File: src/rtl/sddr_pkg.sv
// Shared types and constants for the DDR3 power-up / re-init sequencer.
package sddr_pkg;

    localparam int unsigned CNT_W  = 20;
    localparam int unsigned BA_W   = 3;
    localparam int unsigned ADDR_W = 14;

    typedef enum logic [1:0] {
        CMD_NOP  = 2'd0,
        CMD_MRS  = 2'd1,
        CMD_ZQCL = 2'd2
    } sddr_cmd_e;

    typedef enum logic [3:0] {
        S_CLK_START = 4'd0,
        S_RESET     = 4'd1,
        S_WAIT_CKE  = 4'd2,
        S_TXPR      = 4'd3,
        S_MRS       = 4'd4,
        S_TMRD      = 4'd5,
        S_TMOD      = 4'd6,
        S_ZQCL      = 4'd7,
        S_TZQ       = 4'd8,
        S_DONE      = 4'd9
    } sddr_init_state_e;

    localparam logic [BA_W-1:0] MR0_BA = 3'd0;
    localparam logic [BA_W-1:0] MR1_BA = 3'd1;
    localparam logic [BA_W-1:0] MR2_BA = 3'd2;
    localparam logic [BA_W-1:0] MR3_BA = 3'd3;

    localparam logic [ADDR_W-1:0] ZQCL_A10 = 14'h0400;

    typedef struct packed {
        sddr_cmd_e         op;
        logic [BA_W-1:0]   ba;
        logic [ADDR_W-1:0] addr;
    } sddr_cmd_t;

    localparam sddr_cmd_t CMD_IDLE = '{op: CMD_NOP, ba: '0, addr: '0};

    // JEDEC issue order is MR2, MR3, MR1, MR0
    function automatic logic [BA_W-1:0] mrs_bank(input logic [1:0] step);
        logic [BA_W-1:0] ba;
        case (step)
            2'd0:    ba = MR2_BA;
            2'd1:    ba = MR3_BA;
            2'd2:    ba = MR1_BA;
            default: ba = MR0_BA;
        endcase
        return ba;
    endfunction

endpackage

File: src/rtl/sddr_init_sequencer_wait_counter.sv
// Loadable down-counter shared by every dwell state of the init sequencer.
module sddr_wait_counter
    import sddr_pkg::*;
(
    input  logic             clk_i,
    input  logic             load_i,
    input  logic [CNT_W-1:0] value_i,
    output logic             zero_o
);

    logic [CNT_W-1:0] r_count;

    always_ff @(posedge clk_i) begin
        if (load_i) begin
            r_count <= value_i;
        end else if (r_count != '0) begin
            r_count <= r_count - CNT_W'(1);
        end
    end

    assign zero_o = (r_count == '0);

endmodule

File: src/rtl/sddr_init_sequencer.sv
// DDR3 power-up / re-initialisation sequencer: PHY/DDR resets, CKE, MRS and ZQCL
// command issue over a valid/ready port, then hands off with init_done_o.
module sddr_init_sequencer
    import sddr_pkg::*;
#(
    parameter int unsigned RESET_CYCLES      = 80000,
    parameter int unsigned CLK_STABLE_CYCLES = 16,
    parameter int unsigned CKE_WAIT_CYCLES   = 200000,
    parameter int unsigned TXPR_CYCLES       = 64,
    parameter int unsigned TMRD_CYCLES       = 4,
    parameter int unsigned TMOD_CYCLES       = 12,
    parameter int unsigned TZQINIT_CYCLES    = 512,
    parameter logic [13:0] MR0_VAL           = 14'h0,
    parameter logic [13:0] MR1_VAL           = 14'h0,
    parameter logic [13:0] MR2_VAL           = 14'h0,
    parameter logic [13:0] MR3_VAL           = 14'h0
) (
    input  logic        in_ddr_clock_i,
    input  logic        in_ddr_reset_p_i,
    input  logic        reinit_i,
    output logic        phy_reset_p_o,
    output logic        ddr_reset_p_o,
    output logic        cke_o,
    output logic        cmd_valid_o,
    input  logic        cmd_ready_i,
    output logic [1:0]  cmd_op_o,
    output logic [2:0]  cmd_ba_o,
    output logic [13:0] cmd_addr_o,
    output logic        init_done_o,
    output logic        busy_o
);

    localparam int unsigned CNT_LIMIT = 1 << CNT_W;

    // Gap states count from the command cycle, so they need at least two cycles
    if (RESET_CYCLES == 0 || CLK_STABLE_CYCLES == 0 || CKE_WAIT_CYCLES == 0 ||
        TXPR_CYCLES == 0 || TZQINIT_CYCLES == 0 || TMRD_CYCLES < 2 || TMOD_CYCLES < 2 ||
        RESET_CYCLES >= CNT_LIMIT || CLK_STABLE_CYCLES >= CNT_LIMIT ||
        CKE_WAIT_CYCLES >= CNT_LIMIT || TXPR_CYCLES >= CNT_LIMIT ||
        TMRD_CYCLES >= CNT_LIMIT || TMOD_CYCLES >= CNT_LIMIT ||
        TZQINIT_CYCLES >= CNT_LIMIT) begin : g_bad_cycles
        $error("sddr_init_sequencer: cycle parameter out of range");
    end

    sddr_init_state_e r_state, w_next;
    logic [1:0]       r_step, w_step_d;
    logic             r_phy_rst, r_ddr_rst, r_cke, r_cmd_valid, r_done, r_busy;
    sddr_cmd_t        r_cmd, w_cmd_d;
    logic             w_phy_d, w_ddr_d, w_cke_d, w_valid_d, w_done_d, w_busy_d;
    logic             w_accept, w_cnt_zero, w_cnt_load;
    logic [CNT_W-1:0] w_load_val, w_cnt_val;

    function automatic logic [ADDR_W-1:0] mrs_payload(input logic [1:0] step);
        logic [ADDR_W-1:0] val;
        case (step)
            2'd0:    val = MR2_VAL;
            2'd1:    val = MR3_VAL;
            2'd2:    val = MR1_VAL;
            default: val = MR0_VAL;
        endcase
        return val;
    endfunction

    // CLK_START loads N (not N-1): its first cycle still shows the reset values
    assign w_cnt_load = in_ddr_reset_p_i || (w_next != r_state);
    assign w_cnt_val  = in_ddr_reset_p_i ? CNT_W'(CLK_STABLE_CYCLES) : w_load_val;

    sddr_wait_counter u_wait (
        .clk_i   (in_ddr_clock_i),
        .load_i  (w_cnt_load),
        .value_i (w_cnt_val),
        .zero_o  (w_cnt_zero)
    );

    always_ff @(posedge in_ddr_clock_i) begin
        if (in_ddr_reset_p_i) begin
            r_state     <= S_CLK_START;
            r_step      <= '0;
            r_phy_rst   <= 1'b1;
            r_ddr_rst   <= 1'b1;
            r_cke       <= 1'b0;
            r_cmd_valid <= 1'b0;
            r_cmd       <= CMD_IDLE;
            r_done      <= 1'b0;
            r_busy      <= 1'b1;
        end else begin
            r_state     <= w_next;
            r_step      <= w_step_d;
            r_phy_rst   <= w_phy_d;
            r_ddr_rst   <= w_ddr_d;
            r_cke       <= w_cke_d;
            r_cmd_valid <= w_valid_d;
            r_cmd       <= w_cmd_d;
            r_done      <= w_done_d;
            r_busy      <= w_busy_d;
        end
    end

    always_comb begin
        w_next     = r_state;
        w_load_val = '0;
        w_step_d   = '0;
        w_cmd_d    = CMD_IDLE;
        w_valid_d  = 1'b0;
        w_accept   = r_cmd_valid && cmd_ready_i;

        case (r_state)
            S_CLK_START: if (w_cnt_zero) w_next = S_RESET;
            S_RESET:     if (w_cnt_zero) w_next = S_WAIT_CKE;
            S_WAIT_CKE:  if (w_cnt_zero) w_next = S_TXPR;
            S_TXPR:      if (w_cnt_zero) w_next = S_MRS;
            S_MRS:       if (w_accept)   w_next = (r_step == 2'd3) ? S_TMOD : S_TMRD;
            S_TMRD:      if (w_cnt_zero) w_next = S_MRS;
            S_TMOD:      if (w_cnt_zero) w_next = S_ZQCL;
            S_ZQCL:      if (w_accept)   w_next = S_TZQ;
            S_TZQ:       if (w_cnt_zero) w_next = S_DONE;
            S_DONE:      if (reinit_i)   w_next = S_CLK_START;
            default:                     w_next = S_CLK_START;
        endcase

        case (w_next)
            S_CLK_START: w_load_val = CNT_W'(CLK_STABLE_CYCLES);
            S_RESET:     w_load_val = CNT_W'(RESET_CYCLES - 1);
            S_WAIT_CKE:  w_load_val = CNT_W'(CKE_WAIT_CYCLES - 1);
            S_TXPR:      w_load_val = CNT_W'(TXPR_CYCLES - 1);
            S_TMRD:      w_load_val = CNT_W'(TMRD_CYCLES - 2);
            S_TMOD:      w_load_val = CNT_W'(TMOD_CYCLES - 2);
            S_TZQ:       w_load_val = CNT_W'(TZQINIT_CYCLES - 1);
            default:     w_load_val = '0;
        endcase

        // MR step advances on acceptance and survives the tMRD gap
        if (r_state == S_MRS) begin
            w_step_d = w_accept ? r_step + 2'd1 : r_step;
        end else if (r_state == S_TMRD) begin
            w_step_d = r_step;
        end

        if (w_next == S_MRS) begin
            w_valid_d    = 1'b1;
            w_cmd_d.op   = CMD_MRS;
            w_cmd_d.ba   = mrs_bank(w_step_d);
            w_cmd_d.addr = mrs_payload(w_step_d);
        end else if (w_next == S_ZQCL) begin
            w_valid_d    = 1'b1;
            w_cmd_d.op   = CMD_ZQCL;
            w_cmd_d.addr = ZQCL_A10;
        end

        w_phy_d  = (w_next == S_CLK_START) && (r_state != S_CLK_START);
        w_ddr_d  = (w_next == S_CLK_START) || (w_next == S_RESET);
        w_cke_d  = !(w_next inside {S_CLK_START, S_RESET, S_WAIT_CKE});
        w_done_d = (w_next == S_DONE);
        w_busy_d = (w_next != S_DONE);
    end

    assign phy_reset_p_o = r_phy_rst;
    assign ddr_reset_p_o = r_ddr_rst;
    assign cke_o         = r_cke;
    assign cmd_valid_o   = r_cmd_valid;
    assign cmd_op_o      = r_cmd.op;
    assign cmd_ba_o      = r_cmd.ba;
    assign cmd_addr_o    = r_cmd.addr;
    assign init_done_o   = r_done;
    assign busy_o        = r_busy;

endmodule

File: config.mk
export PLATFORM = sky130hd
export DESIGN_NAME = sddr_init_sequencer
export DESIGN_NICKNAME = d
export VERILOG_FILES = /design/src/rtl/sddr_pkg.sv /design/src/rtl/sddr_init_sequencer_wait_counter.sv /design/src/rtl/sddr_init_sequencer.sv
export SDC_FILE = /design/constraint.sdc
export NUM_CORES = 1
export LEC_CHECK = 0
export CORE_MARGIN = 10
export CORE_UTILIZATION = 40
export CTS_CLUSTER_DIAMETER = 120
export DETAILED_ROUTE_END_ITERATION = 10
export SYNTH_ARGS = -nofsm -noshare
export SYNTH_HDL_FRONTEND = slang
export SYNTH_HIERARCHICAL = 1
export SYNTH_SLANG_ARGS = --single-unit
File: constraint.sdc
create_clock -name in_ddr_clock_i -period 11.8 [get_ports in_ddr_clock_i]
set_clock_uncertainty 0.1 [all_clocks]
set_input_delay 3.54 -clock in_ddr_clock_i [delete_from_list [all_inputs] [get_ports in_ddr_clock_i]]
set_output_delay 3.54 -clock in_ddr_clock_i [all_outputs]
set_load 0.01 [all_outputs]
Yosys cells after proc, flatten, opt, wreduce, memory -nomap -nowiden
Index checks and enable logic that the tools add are counted.
{"block": "op_classes", "n_addsub": 2, "multipliers": 0, "n_div": 0, "n_lt_le_gt_ge": 0, "n_eq_ne": 23, "n_shift": 0, "mux": 24, "bitwise_logic": 1, "n_reduce_logical": 16}
{"cell": "$pmux W18 S7", "count": 1}
{"cell": "$mux W20", "count": 3}
{"cell": "$mux W4", "count": 9}
{"cell": "$pmux W4 S9", "count": 1}
{"cell": "$eq A4 B3 Y1 const B", "count": 8}
{"cell": "$logic_not A20 Y1", "count": 1}
{"cell": "$reduce_bool A20 Y1", "count": 1}
{"cell": "$sub A20 B1 Y20 const B", "count": 1}
{"cell": "$eq A4 B2 Y1 const B", "count": 4}
{"cell": "$eq A4 B4 Y1 const B", "count": 4}
{"cell": "$mux W11", "count": 1}
{"cell": "$mux W2", "count": 5}
{"cell": "$eq A4 B1 Y1 const B", "count": 2}
{"cell": "$logic_not A4 Y1", "count": 2}
{"cell": "$pmux W2 S3", "count": 1}
{"cell": "$reduce_or A2 Y1", "count": 3}
{"cell": "$eq A2 B2 Y1 const B", "count": 2}
{"cell": "$ne A4 B4 Y1", "count": 1}
{"cell": "$ne A4 B4 Y1 const B", "count": 1}
{"cell": "$reduce_bool A4 Y1", "count": 1}
{"cell": "$mux W1", "count": 3}
{"cell": "$reduce_bool A3 Y1", "count": 1}
{"cell": "$add A2 B1 Y2 const B", "count": 1}
{"cell": "$eq A2 B1 Y1 const B", "count": 1}
{"cell": "other kinds (6)", "count": 8}
{"block": "word_totals", "ff_bits": 51, "latchBits": 0, "mem_bits_rw": 0, "romBits": 0, "out_inout_bits": 25, "elab_cells": 79, "memories": 0}

Logic depth before layout (Yosys ltp)
Gate-level depths: netlist (run 1).
{"block": "logic_depth", "ltp_word": 8, "ltp_mapped": 13, "mapped_depth_nobuf": 12}

Cells and area by module
Netlist (run 1), hierarchy kept.
{"module": "sddr_wait_counter", "n_inst": 1, "cells_per_inst": 122, "area_each_um2": 1236.2}
{"module": "sddr_init_sequencer", "n_inst": 1, "cells_per_inst": 119, "area_each_um2": 1043.5}

Worst setup path before layout (run 1)
OpenSTA, ideal clock, no wires.
{"block": "synth_path", "kind": "input to register", "start": "in cmd_ready_i", "end": "reg u_wait.r_count[0], enable pin", "setup_ns": 0.377, "arrival_ns": 5.064, "t_required_ns": 11.323, "slack_ns": 6.259, "path_stages": 8, "n_path_buf": 1, "path_cell_list": "a31oi_1 a311o_1 nand2_1 xnor2_1 nand3_1 clkbuf_1 inv_1 nand2_1"}
{"block": "synth_via", "elab_chain_cells": 6}
{"item": "start, declared", "line": "sddr_init_sequencer.sv:25", "rtl": "input logic cmd_ready_i,"}
{"item": "$logic_and A1 B1 Y1 *", "line": "sddr_init_sequencer.sv:105", "rtl": "w_accept = r_cmd_valid && cmd_ready_i;"}
{"item": "$mux W4, on equally long branches", "line": "sddr_init_sequencer.sv:115, sddr_init_sequencer.sv:112"}
{"item": "$pmux W4 S9 *", "line": "sddr_init_sequencer.sv:107", "rtl": "case (r_state)"}
{"item": "$ne A4 B4 Y1 *", "line": "sddr_init_sequencer.sv:65", "rtl": "assign w_cnt_load = in_ddr_reset_p_i || (w_next != r_state);"}
{"item": "$logic_or A1 B1 Y1 *", "line": "sddr_init_sequencer.sv:65"}
{"item": "named net w_cnt_load", "line": "sddr_init_sequencer.sv:50", "rtl": "logic w_accept, w_cnt_zero, w_cnt_load;"}
{"item": "$reduce_bool A2 Y1 (no source line) *"}
{"item": "end signal, assigned", "line": "sddr_init_sequencer_wait_counter.sv:15", "rtl": "r_count <= value_i;"}
{"item": "end signal, assigned", "line": "sddr_init_sequencer_wait_counter.sv:17", "rtl": "r_count <= r_count - CNT_W'(1);"}
{"item": "end, declared", "line": "sddr_init_sequencer_wait_counter.sv:11", "rtl": "logic [CNT_W-1:0] r_count;"}
Mark *: on every way through the listed nets, which the timed path passes. The rest lies on a longest branch.
A chain may end at the register's enable or synchronous reset.

Worst setup path in the final report (run 1)
{"block": "layout_path", "start": "in cmd_ready_i", "end": "reg u_wait.r_count[6], enable pin"}
The elaborated chain is that of the path after synthesis.

==> results of run 1 <==
power groups by stage:
stage	Clock (uW)	Combinational, uW	Sequential (uW)
floorplan	0	51.6	161
global placement	0	56.3	165
detailed placement	0	56.6	166
CTS	104	56.9	163
global route	110	64.4	165
finish	101	56.9	163
area by class of cell:
cell class                 count  share of cell area (%)
clock buffer                   7                    3.89
clock inverter                 1                   0.200
inverter                       8                    1.20
multi-input combinational    189                    48.8
sequential                    36                    36.7
tap                           72                    3.59
timing repair buffer          14                    5.59
per-stage QoR:
stage / area (um2) / hold slack, ns
floorplan: 2350 / 0.466
detailed placement: 2410 / 0.526
CTS: 2510 / 0.537
global placement: 2410 / 0.520
global route: 2510 / 0.566
finish: 2510 / 0.525
cell usage after synthesis, types with 3 or more instances:
cell       n  share of area, %
nand2_1   26               4.3
nor2_1    21               3.5
edfxtp_1  20                26
o21ai_0   17               3.7
dfxtp_1   16                14
buf_4     15               4.9
xor2_1     9               3.5
xnor2_1    8               3.1
inv_1      7               1.2
clkbuf_1   6              0.99
ha_1       5               2.7
nand3_1    5               1.1
nand4_1    5               1.4
nor3_1     5               1.1
o21ai_1    5               1.1
or3_1      5               1.4
a21oi_1    4              0.88
a31oi_1    4               1.1
or4_1      4               1.3
nor4_1     3              0.82
registers in the layout, summed over array words and instances, names as in the netlist:
signal and flops:
r_state 4, u_wait/r_count 20, busy_o 1, cmd_ba_o 2, phy_reset_p_o 1, init_done_o 1
cke_o 1, cmd_op_o 1, cmd_valid_o 1, cmd_addr_o 1, ddr_reset_p_o 1, r_step 2
cell families after synthesis:
logic type | synth area share (%)
simple gates | 24.2
compound gates | 15.2
flops | 40.4
buf+inv | 8.84
xor+xnor | 6.53
fa+ha+maj | 2.74
mux | 1.92
other cells | 0.164
worst reg2reg max path, stage by stage, from the launching register on:
cell and delay [ns]:
edfxtp_1 0.46, or4_1 0.58, or4_4 0.45, nor4_4 0.47, a21boi_0 0.17, o21ai_1 0.27
nand2_1 0.26, xnor2_1 0.20, nand3_1 0.76, inv_1 0.47, nand2_1 0.56
path summary, 6_finish.rpt:
kind                                 end  slack, ns  depth (start not counted)                    startpoint
min reg2reg  u_wait/r_count[0]$_DFFE_PP_       0.53                          1   u_wait/r_count[0]$_DFFE_PP_
min          u_wait/r_count[0]$_DFFE_PP_       0.53                          1   u_wait/r_count[0]$_DFFE_PP_
max          u_wait/r_count[6]$_DFFE_PP_       4.79                          8                   cmd_ready_i
max reg2reg  u_wait/r_count[6]$_DFFE_PP_       6.61                         10  u_wait/r_count[16]$_DFFE_PP_
metal layers:
layer / wire length [um] / GRT usage, %
met4: 125 / 5.77
met1: 2080 / 13.5
met3: 310 / 3.69
met5: 0 / 0
met2: 2120 / 16.8
==> results.md, run 1 <==
* Flop pwr share at 50.8%
* ANT nets after route at 0
* Starting density of the core at 41.4%
* Worst hold path class: reg -> reg
* Worst-path clk slew at 0.07 ns
* Most frequent cells in the layout: nand2_1, nor2_1, edfxtp_1
* Switching Fraction at between 20% and 30%
* Post-synth ARST share at 0%
* Clock sink count at 36
* Sw Pwr at 94.6 uW
* Ys Warns at 6
* GRT Util Overall at around 11%
* Synthesized area per cell at approximately 9.5 um2
* Setup TNS at 0 ns
* Cell-internal power at 226 uW
* Critical Path Start Type: input port
* Sequential fraction of the synthesis area at between 40 and 50%
* Req. time, crit path at approximately 12 ns
* CP cell instances: clkdlybuf4s50_1 > a31oi_1 > a311o_1 > nand2_1 > xnor2_1 > nand3_1 > inv_1 > nand2_1
* Clk_lat worst skew at 0.30 ns
* Worst Setup End Kind: flip-flop
* Crit path time final at 7.01 ns
* Clk pwr share at 31.4%
* Max Slew Vio Count at 0
* Post-synthesis cell area at 2280 um2
* Netlist cell types at 62
* Least-Margin Pin Slew at 1.06 ns
* Port bufs at 14
* Crit Path Max Fanout at 35
* Via Count at 1691
* Global-route wire length before repair at between 7 and 8 mm
* CP max-delay cell: nand3_1
* Arrival time of the worst setup path at 6.77 ns
* Max IR drop VDD at 0.0000537 V
* Placer Congestion at 0.792
* Post-synth EDFFs at 20
* H-tree levels at 2
* CP top delay family: simple AND/OR/NAND/NOR gates
* FMAX at 0.143 GHz
* Util after Layout at 45.6%
* Post-synthesis cell count at about 240
* Largest net degree at the start of global routing at 36
* TritonCTS clock tree: built
* CTS Hold Bufs at 0
* Cells after DPL at 319
* Die Y at 95.5 um
* Setup-failing EPs final at 0
* DR iter-0 viols at slightly below 60
* Avg WL per Cell at 14.2 um
* Crit path largest cell delay at 0.76 ns
* Root buf cell: clkbuf_8
* Status: complete, no violations
* Period utilization at approximately three fifths
* Max Cap Viol at 0
* Combinational Power Share at 17.8%
* Multi-input logic area at 1220 um2
* Via density at 5.17
* Cells resized by post-CTS repair at 0
* Pre-CTS setup slack at 4.46 ns
* Vias in the first global route at approximately 1600
* Longest Clk Path Bufs at 2
* Crit Path Class: in -> reg
* Initial antenna violation count at 0
* Total gr overflow at 0
* ANT cells at 0
* DP HPWL at about 3.4 mm
* Post-synth top flop: edfxtp_1
* RSZ-0062 raised after global routing: no
* Setup WS post-layout at 4.79 ns
* Crit path buffers/inverters at 2
* Post-CTS Setup Bufs at 0
* Die Span X at around 95 um
* Layout Cells excl Fill at roughly 330
* Most common cell on crit path: nand2_1
* Boundary pin count at 29
* Power per standard cell area at 128 nW/um2
* Drt pass-1 iters at 4
* Commonest non-fill, non-tap cell in the layout: nand2_1
* Share of layout cells above drive strength 1 at 10.6%
* Final Hold Fails at 0
* Final #Nets at 263
* TritonCTS buffer count at 5
* FF+latch area at roughly 920 um2
* Total power at 321 uW
* Core area at 5510 um2
* Fillers at 526
* # DRC at 0
* Area Growth Syn to Fin at 10.0%
* Slew margin rel. at between 20% and 30%
* Static Leak at 0.000919 uW
* Rows at 27
* WL final at 4.64 mm
* Flops & latches, synth at 36
* Die ar. at 9120 um2
Power figures use the tool's default switching activity.
==> inputs of run 2 (changes only) <==
clock period = 7.1 ns   (was 11.8 ns; I/O delays follow)
==> results.md, run 2 (synthesis gave the netlist of run 1 again) <==
* Arrival time of the worst setup path at 4.75 ns (-2.02 ns)
* Worst hold path class: reg -> reg
* Most flops, register: u_wait/r_count
* Setup WS post-layout at 2.18 ns (-2.61 ns)
* GRT Util Overall at 10.8% (-0.22 points)
* Vias in the first global route at 1620 (-1.0%)
* Multi-input logic area at 1220 um2 (unchanged)
* Switching Fraction at 29.2% (-0.29 points)
* FF+latch area at 921 um2 (unchanged)
* DR iter-0 viols at 60 (+1.7%)
* Post-CTS Setup Bufs at 0 (unchanged)
* Core area at 5510 um2 (unchanged)
* Final #Nets at 265 (+0.76%)
* Die ar. at 9120 um2 (unchanged)
* Initial antenna violation count at 0 (unchanged)
* Capturing point of the worst reg2reg path: u_wait/r_count[0]$_DFFE_PP_
* Port bufs at 14 (unchanged)
* Via density at 5.22 (+0.98%)
* Largest net degree at the start of global routing at 36 (unchanged)
* Boundary pin count at 29 (unchanged)
* CP startpoint: cmd_ready_i
* Longest Clk Path Bufs at 2 (unchanged)
* Least-Margin Pin Slew at 0.842 ns (-0.223 ns)
* RSZ-0062 raised after global routing: no
* Area Growth Syn to Fin at 11.1%
* Largest register FFs at 20 (unchanged)
* Clk pwr share at 33.3% (+1.9 points)
* Req. time, crit path at 6.92 ns (-4.64 ns)
* Biggest regs: u_wait/r_count (20), r_state (4)
* Clock sink count at 36 (unchanged)
* Reg2reg setup slack at 2.58 ns (-4.03 ns)
* Final Hold Fails at 0 (unchanged)
* Setup crit end: u_wait/r_count[0]$_DFFE_PP_
* Root buf cell: clkbuf_8
* Via Count at 1718 (+1.6%)
* Avg WL per Cell at 14.4 um (+1.5%)
* Max IR drop VDD at 0.000128 V (+140%)
* Setup-failing EPs final at 0 (unchanged)
* Rows at 27 (unchanged)
* Drt pass-1 iters at 4 (unchanged)
* Max Cap Viol at 0 (unchanged)
* Critical Path Start Type: input port
* DP HPWL at 3.42 mm (+2.0%)
* Crit Path Class: in -> reg
* WL final at 4.73 mm (+2.1%)
* ANT cells at 0 (unchanged)
* Cells resized by post-CTS repair at 0 (unchanged)
* ANT nets after route at 0 (unchanged)
* Crit Path Max Fanout at 35 (unchanged)
* TritonCTS buffer count at 5 (unchanged)
* Power per standard cell area at 218 nW/um2 (+70%)
* Worst r2r src: u_wait/r_count[17]$_DFFE_PP_
* CTS Hold Bufs at 0 (unchanged)
* Most frequent cells in the layout: nand2_1, nor2_1, edfxtp_1
* Status: complete, no violations
* Pre-CTS setup slack at 1.89 ns (-2.57 ns)
* Fillers at 529 (+0.57%)
* Combinational Power Share at 17.4% (-0.4 points)
* Cells after DPL at 321 (+0.63%)
* Total gr overflow at 0 (unchanged)
* Sw Pwr at 161 uW (+70%)
* FMAX at between 0.2 and 0.25 GHz
* Starting density of the core at 41.4% (unchanged)
* Cell-internal power at 390 uW (+73%)
* TritonCTS clock tree: built
* Clk_lat worst skew at 0.29 ns (about the same)
* H-tree levels at 2 (unchanged)
* Util after Layout at 46.0% (+0.43 points)
* Die Y at 95.5 um (unchanged)
* Commonest non-fill, non-tap cell in the layout: nand2_1
* Max Slew Vio Count at 0 (unchanged)
* Setup TNS at 0 ns (unchanged)
* Static Leak at 0.000929 uW (+1.1%)
* Period utilization at 69.3%
* Flop pwr share at 49.2% (-1.6 points)
* Worst-case reg-to-reg path depth at 11 (+1)
* Slew margin rel. at 43.7% (+15 points)
* Layout Cells excl Fill at 329 (+0.61%)
* Worst-path clk slew at 0.07 ns (about the same)
* Crit path time final at around 5 ns
* Share of layout cells above drive strength 1 at 11.7% (+1.1 points)
* # DRC at 0 (unchanged)
* Worst Setup End Kind: flip-flop
* Global-route wire length before repair at 7.71 mm (-1.8%)
* Placer Congestion at 0.816 (+3.0%)
* Die Span X at 95.5 um (unchanged)
## run 2: layout make-up
cell class / instances / share of cell area [%]
clock inverter: 3 / 1.68
sequential: 36 / 36.4
multi-input combinational: 189 / 48.4
clock buffer: 5 / 2.72
timing repair buffer: 16 / 6.13
tap: 72 / 3.56
inverter: 8 / 1.19
## run 2: metrics by stage
step                cell area (um2)  hold WS (ns)  power, uW
global route                   2530         0.580        583
floorplan                      2350         0.466        354
finish                         2530         0.540        551
CTS                            2530         0.543        555
global placement               2420         0.515        370
detailed placement             2420         0.533        371
## run 2: how the worst min path moves through the flow
stage                                           start                          end  slack, ns  cells past startpoint
after floorplan                 r_state[3]$_SDFF_PP0_     phy_reset_p_o$_SDFF_PP1_       0.47                      1
after global placement    u_wait/r_count[0]$_DFFE_PP_  u_wait/r_count[0]$_DFFE_PP_       0.52                      1
after detailed placement  u_wait/r_count[0]$_DFFE_PP_  u_wait/r_count[0]$_DFFE_PP_       0.53                      1
after CTS                 u_wait/r_count[0]$_DFFE_PP_  u_wait/r_count[0]$_DFFE_PP_       0.54                      1
after global routing      u_wait/r_count[0]$_DFFE_PP_  u_wait/r_count[0]$_DFFE_PP_       0.58                      1
final                     u_wait/r_count[0]$_DFFE_PP_  u_wait/r_count[0]$_DFFE_PP_       0.54                      1
## run 2: worst max-delay path, cell delays in order
cell	delay [ns]
clkdlybuf4s50_1	0.58
a31oi_1	0.11
a311o_1	0.32
nand2_1	0.27
xnor2_1	0.10
nand3_1	0.10
buf_4	0.29
inv_1	0.17
nand2_1	0.65
## run 2: per-layer routing
layer  global-route usage (%)  part of all wire (%)
met1                     12.9                    47
met2                     17.3                    48
met5                        0                     0
met3                     4.71                   4.8
met4                     2.95                  0.42
## run 2: power by group through the flow
| stage | sequential [uW] | combinational (uW) | clock (uW) |
|---|---|---|---|
| after floorplan | 268 | 85.7 | 0 |
| after global placement | 275 | 94.4 | 0 |
| after detailed placement | 276 | 94.8 | 0 |
| after CTS | 271 | 95.9 | 188 |
| after global routing | 275 | 109 | 199 |
| final | 271 | 96.0 | 184 |
